===== src/rtl/sensor_frame_tx.sv =====
// sensor_frame_tx
//   Sensor-side transmitter for the two-byte keyed UART frame. A data frame
//   is {value, value ^ KEY}. An alarm frame is {ALARM_TAG, ALARM_TAG, KEY}.
//   Each byte is sent as 8N1 and followed by GAP_BITS idle-high bit periods.
//   The serialiser and the baud counter are built in.
//
// Ports
//   clk          system clock
//   reset        synchronous, active-high
//   sensor_data  value to send; sampled on the cycle send is accepted
//   send         single-cycle request for a data frame
//   alarm        single-cycle request for an alarm frame
//   tx           UART line, idle high
//   busy         high while a frame is in progress
//   done         one-cycle pulse when a frame completes
//   reject       one-cycle pulse when a send is refused
module sensor_frame_tx #(
  parameter int unsigned CLK_HZ    = 50000000,
  parameter int unsigned BAUD      = 115200,
  parameter logic [7:0]  KEY       = 8'h37,
  parameter logic [7:0]  ALARM_TAG = 8'hFF,
  parameter int unsigned GAP_BITS  = 1
) (
  input  logic       clk,
  input  logic       reset,
  input  logic [7:0] sensor_data,
  input  logic       send,
  input  logic       alarm,
  output logic       tx,
  output logic       busy,
  output logic       done,
  output logic       reject
);

  localparam int unsigned DIV       = CLK_HZ / BAUD;
  localparam int unsigned CW        = (DIV > 2) ? $clog2(DIV) : 1;
  localparam logic [CW-1:0] BAUD_LAST = CW'(DIV - 1);
  localparam logic [3:0]    GAP_LAST  = (GAP_BITS == 0) ? 4'd0 : 4'(GAP_BITS - 1);

  typedef enum logic [2:0] {
    S_IDLE,
    S_START,
    S_DATA,
    S_STOP,
    S_GAP,
    S_DONE
  } state_t;

  state_t        state_q, state_d;
  logic [CW-1:0] baud_q, baud_d;
  logic [3:0]    bit_q, bit_d;      // data bit index, reused as gap bit index
  logic [1:0]    byte_q, byte_d;
  logic [7:0]    shift_q, shift_d;
  logic [7:0]    data_q, data_d;
  logic          afr_q, afr_d;      // current frame is an alarm frame
  logic          pend_q, pend_d;    // alarm_pending
  logic          reject_q, reject_d;

  logic       bit_end;
  logic       byte_end;
  logic       last_byte;
  logic [1:0] next_idx;

  // Byte `idx` of the current frame.
  function automatic logic [7:0] frame_byte(input logic is_alarm,
                                            input logic [1:0] idx,
                                            input logic [7:0] val);
    if (is_alarm) return (idx == 2'd2) ? KEY : ALARM_TAG;
    return (idx == 2'd0) ? val : (val ^ KEY);
  endfunction

  assign bit_end   = (baud_q == BAUD_LAST);
  assign last_byte = afr_q ? (byte_q == 2'd2) : (byte_q == 2'd1);
  assign next_idx  = byte_q + 2'd1;
  // A byte finishes at the end of its stop bit, or at the end of its last
  // gap bit when GAP_BITS is non-zero.
  assign byte_end  = bit_end &&
                     (((state_q == S_STOP) && (GAP_BITS == 0)) ||
                      ((state_q == S_GAP) && (bit_q == GAP_LAST)));

  always_comb begin
    state_d  = state_q;
    baud_d   = baud_q;
    bit_d    = bit_q;
    byte_d   = byte_q;
    shift_d  = shift_q;
    data_d   = data_q;
    afr_d    = afr_q;
    pend_d   = pend_q;
    reject_d = 1'b0;

    // Outside IDLE, sends are refused and alarms are queued.
    if (state_q != S_IDLE) begin
      if (alarm) pend_d = 1'b1;
      if (send)  reject_d = 1'b1;
    end

    if (state_q inside {S_START, S_DATA, S_STOP, S_GAP}) begin
      baud_d = bit_end ? '0 : baud_q + 1'b1;
    end

    unique case (state_q)
      S_IDLE: begin
        if (alarm) begin
          state_d  = S_START;
          afr_d    = 1'b1;
          byte_d   = '0;
          shift_d  = ALARM_TAG;
          reject_d = send;
        end else if (send) begin
          if ((sensor_data == '0) || (sensor_data == KEY)) begin
            reject_d = 1'b1;
          end else begin
            state_d = S_START;
            afr_d   = 1'b0;
            byte_d  = '0;
            data_d  = sensor_data;
            shift_d = sensor_data;
          end
        end
      end
      S_START: begin
        if (bit_end) begin
          state_d = S_DATA;
          bit_d   = '0;
        end
      end
      S_DATA: begin
        if (bit_end) begin
          shift_d = {1'b0, shift_q[7:1]};
          if (bit_q == 4'd7) state_d = S_STOP;
          else               bit_d   = bit_q + 4'd1;
        end
      end
      S_STOP: begin
        if (bit_end && (GAP_BITS != 0)) begin
          state_d = S_GAP;
          bit_d   = '0;
        end
      end
      S_GAP: begin
        if (bit_end && (bit_q != GAP_LAST)) bit_d = bit_q + 4'd1;
      end
      S_DONE: begin
        if (pend_q || alarm) begin
          state_d = S_START;
          afr_d   = 1'b1;
          byte_d  = '0;
          shift_d = ALARM_TAG;
          pend_d  = 1'b0;
        end else begin
          state_d = S_IDLE;
        end
      end
      default: state_d = S_IDLE;
    endcase

    // Next-byte decision is folded into the last bit of a byte so the
    // following start bit begins without an extra cycle.
    if (byte_end) begin
      if (last_byte) begin
        state_d = S_DONE;
      end else begin
        state_d = S_START;
        byte_d  = next_idx;
        shift_d = frame_byte(afr_q, next_idx, data_q);
      end
    end
  end

  always_ff @(posedge clk) begin
    if (reset) begin
      state_q  <= S_IDLE;
      baud_q   <= '0;
      bit_q    <= '0;
      byte_q   <= '0;
      shift_q  <= '0;
      data_q   <= '0;
      afr_q    <= 1'b0;
      pend_q   <= 1'b0;
      reject_q <= 1'b0;
    end else begin
      state_q  <= state_d;
      baud_q   <= baud_d;
      bit_q    <= bit_d;
      byte_q   <= byte_d;
      shift_q  <= shift_d;
      data_q   <= data_d;
      afr_q    <= afr_d;
      pend_q   <= pend_d;
      reject_q <= reject_d;
    end
  end

  always_comb begin
    unique case (state_q)
      S_START: tx = 1'b0;
      S_DATA:  tx = shift_q[0];
      default: tx = 1'b1;
    endcase
  end

  assign busy   = state_q inside {S_START, S_DATA, S_STOP, S_GAP};
  assign done   = (state_q == S_DONE);
  assign reject = reject_q;

endmodule


===== config.mk =====
export PLATFORM = sky130hd
export DESIGN_NAME = sensor_frame_tx
export DESIGN_NICKNAME = d
export VERILOG_FILES = /design/src/rtl/sensor_frame_tx.sv
export SDC_FILE = /design/constraint.sdc
export NUM_CORES = 1
export LEC_CHECK = 0
export BUFFER_PORTS_ARGS = -buffer_cell sky130_fd_sc_hd__buf_2
export CAP_MARGIN = 5
export CORE_ASPECT_RATIO = 1.5
export CORE_MARGIN = 2
export CORE_UTILIZATION = 40
export DETAILED_ROUTE_END_ITERATION = 8
export HOLD_SLACK_MARGIN = 0.03
export PLACE_DENSITY = 0.7
export SYNTH_ARGS = -nofsm -noshare
export SYNTH_HDL_FRONTEND = slang
export SYNTH_SLANG_ARGS = --single-unit

===== constraint.sdc =====
create_clock -name clk -period 1.8 [get_ports clk]
set_clock_uncertainty 0.15 [all_clocks]
set_input_delay 0.18 -clock clk [delete_from_list [all_inputs] [get_ports clk]]
set_output_delay 0.18 -clock clk [all_outputs]
set_load 0.02 [all_outputs]

==> results.sh <==
export IMPL_path_cells="inv_2 > ha_2 > or3b_4 > nor2b_4 > nor3b_4 > buf_6 > buf_4 > a21o_1 > a31oi_1"
export IMPL_worst_slack_ps=-191
export IMPL_grtUsageTotal_pct=24.2
export IMPL_cp_max_fo=8
export IMPL_dieArea_um2=6310
export IMPL_drive_above_1_share_pct=46.4
export IMPL_overflow=0
export IMPL_reg2reg_from="bit_q[0]"
export IMPL_worst_pin_slew_ps=538
export IMPL_drc=0
export IMPL_area_growth_pct=54.5
export IMPL_power_frac_comb_pct=28.0
export IMPL_worst_setup_path_start_kind="flop"
export IMPL_clockPowerShare_pct=32.9
export IMPL_setup_violations_final=19
export IMPL_postSynthCellCount=286
export IMPL_violations="negative setup slack"
export IMPL_r2r_end="shift_q[7]"
export IMPL_hold_viol_final=0
export IMPL_period_share_pct=111
export IMPL_ys_ff_latch=37
export IMPL_rows=33
export IMPL_min_from="sensor_data[2]"
export IMPL_clk_path_buf_depth=2
export IMPL_syn_area_um2=2270
export IMPL_wl_um=7600
export IMPL_dp_cells=420
export IMPL_cp_slowest_cell="or3b_4"
export IMPL_placed_cell_area_um2=2900
export IMPL_clkTransAtPathRegs_ps=80
export IMPL_root_buffer="clkbuf_8"
export IMPL_switchingPower_w=0.000701
export IMPL_clock_latency_ps=290
export IMPL_grt_pass1_wl_um=11800
export IMPL_place_congestion=0.882
export IMPL_ys_seq_area_share_pct=32.6
export IMPL_p_int_w=0.00163
export IMPL_stdcell_area_um2=3510
export IMPL_fin_crit_ps=1990
export IMPL_min_to="shift_q[2]"
export IMPL_multi_input_area_um2=1700
export IMPL_place_hpwl_um=5080
export IMPL_final_seq_area_um2=759
export IMPL_postRouteAntennaNets=0
export IMPL_worstPathRequired_ps=1820
export IMPL_ys_types=60
export IMPL_diodes=0
export IMPL_r2r_setup_slack_ps=-190
export IMPL_cts_sinks=37
export IMPL_drt_iter0_drc=98
export IMPL_vdd_drop_max_uv=615
export IMPL_cap_violations=0
export IMPL_setup_tns_ps=-1900
export IMPL_vias=2642
export IMPL_syn_avg_cell_area_um2=7.94
export IMPL_layout_nets=394
export IMPL_syn_num_nets=304
export IMPL_holdWs_ps=70.7
export IMPL_cts_max_level=2
export IMPL_arrival_ps=2010
export IMPL_hp_class="input port to flop"
export IMPL_coreArea_um2=5490
export IMPL_seqPwrFrac_pct=39.1
export IMPL_synth_async_reset_ratio_pct=0
export IMPL_cts_tree="built"
export IMPL_die_w_um=65.5
export IMPL_numPortBuffers=15
export IMPL_stdcell_count=447
export IMPL_swShare_pct=30.0
export IMPL_outcome="complete, but fails checks"
export IMPL_rsz0062_at_grt="yes"
export IMPL_grt_pass1_vias=2592
export IMPL_antenna_found_initial=0
export IMPL_cellPowerDensity_nw_per_um2=665
export IMPL_numCtsBuffers=5
export IMPL_yosys_warnings=0
export IMPL_max_freq_ghz=0.502
export IMPL_first_pass_iters=4
export IMPL_wl_per_cell_um=17.0
export IMPL_io_pins=16
export IMPL_via_per_inst=5.91
export IMPL_leakagePower_nw=1.36
export IMPL_max_stage_delay_ps=410
export IMPL_reg2reg_depth=9
export IMPL_start_util_pct=41.3
export IMPL_max_slew_margin_pct=64.0
export IMPL_power_w=0.00233
export IMPL_grt_max_degree=16
export IMPL_hold_path_depth=3
export IMPL_fp_dieH_um=96.3
export IMPL_slew_violations=0
export IMPL_synth_edf_count=0
export IMPL_nFillCells=419
export IMPL_crit_type="flop to flop"
export IMPL_critPathCaptureType="flop"
export IMPL_startpoint="bit_q[0]"
export IMPL_synth_ff_type="dfxtp_1"
sequential cells by signal, indices dropped and copies added, names as in the netlist:
signal / flops
reject: 1
afr_q: 1
shift_q: 8
bit_q: 4
state_q: 3
pend_q: 1
data_q: 8
byte_q: 2
baud_q: 9
power by group through the flow:
stage	sequential [W]	clock, W	combinational [W]
6_report	0.000911	0.000767	0.000654
5_1_grt	0.000914	0.000814	0.000700
3_5_place_dp	0.000930	0	0.000495
4_1_cts	0.000910	0.000780	0.000563
3_3_place_gp	0.000928	0	0.000485
2_1_floorplan	0.000920	0	0.000279
stage by stage:
stage	utilization, %	worst slack, ps
after floorplan	-	-58.8
after global placement	52.7	-121
after detailed placement	52.7	-164
after CTS	58.9	-156
after global routing	63.9	-281
final	63.9	-191
final cells by class:
cell class	count	area share (%)
multi-input cells	221	48.5
repair buffers	101	22.8
flip-flops and latches	37	21.7
well taps	70	2.50
clock buffers	6	2.35
inverters	10	1.14
clock inverters	2	1.07
critical path: cells and delay by family (launching register included):
family | cells | cell delay, ps
DFF | 1 | 330
adders and majority gates | 1 | 140
and+or+nand+nor | 3 | 740
AOI/OAI and AO/OA | 2 | 150
buffers and inverters | 3 | 350
cell usage after synthesis (2+ instances only):
| cell | number | area (µm²) |
|---|---|---|
| a21oi_1 | 32 | 160 |
| nand3_1 | 14 | 70.1 |
| a311oi_1 | 2 | 17.5 |
| nor2b_1 | 3 | 18.8 |
| o21ai_1 | 3 | 15.0 |
| or2_1 | 2 | 12.5 |
| a21o_1 | 2 | 15.0 |
| a31oi_1 | 7 | 43.8 |
| nand3b_1 | 2 | 15.0 |
| buf_2 | 5 | 25.0 |
| a211oi_1 | 3 | 22.5 |
| o211ai_1 | 3 | 22.5 |
| nand4_1 | 5 | 31.3 |
| or3_1 | 6 | 37.5 |
| and3_1 | 4 | 25.0 |
| buf_6 | 2 | 22.5 |
| nor3b_1 | 2 | 15.0 |
| o21ai_0 | 25 | 125 |
| nand2b_1 | 3 | 18.8 |
| a2111oi_0 | 2 | 17.5 |
| dfxtp_1 | 37 | 741 |
| xnor2_1 | 6 | 52.6 |
| nor2_1 | 13 | 48.8 |
| clkbuf_1 | 10 | 37.5 |
| xor2_1 | 3 | 26.3 |
| a211o_1 | 2 | 17.5 |
| inv_1 | 9 | 33.8 |
| o31ai_1 | 3 | 22.5 |
| a221oi_1 | 2 | 17.5 |
| ha_1 | 6 | 75.1 |
| nand2_1 | 28 | 105 |
| nor3_1 | 11 | 55.1 |
| and2_1 | 2 | 12.5 |
metal layers:
metal	track usage (%)	wire length (µm)	vias up
li1	-	-	1242
met2	46.6	4240	82
met3	3.98	274	30
met4	15.8	369	0
met5	0	0	-
met1	23.1	2720	1288
cells in the final DEF, fill, tap and decap left out, types with 5 or more instances in the layout:
master / count
xnor2_1: 5
a21oi_1: 19
nor3_1: 7
a21oi_2: 13
a31oi_1: 7
or3_1: 5
buf_2: 13
inv_1: 5
nand2_1: 17
nor2_1: 11
buf_4: 68
clkbuf_8: 6
nand2_2: 8
dlygate4sd3_1: 8
o21ai_0: 23
nand4_1: 5
dfxtp_1: 30
buf_6: 11
nand3_1: 14
how the worst max path moves through the flow:
stage	to	cells past startpoint
6_report	shift_q[7]	9
5_1_grt	byte_q[0]	9
4_1_cts	shift_q[3]	8
3_5_place_dp	shift_q[3]	8
3_3_place_gp	shift_q[5]	6
2_1_floorplan	shift_q[6]	9
cells by family after synthesis:
kind of cell | after synthesis | share of synthesized area, %
simple gates | 108 | 27.8
compound gates | 98 | 27.2
flops | 37 | 32.6
buf+inv | 28 | 5.57
xor+xnor | 9 | 3.47
fa+ha+maj | 6 | 3.31
repair_timing:
item / 4_1_cts / 5_1_grt
endpoints found under the setup margin: 28 / 33
setup buffers: 6 / 5
endpoints found under the hold margin: 8 / 0
pin swaps: 9 / 35
gates cloned: 1 / 0
hold buffers: 8 / 0
gates resized for setup: 26 / 65
(Power assumes the default switching activity.)
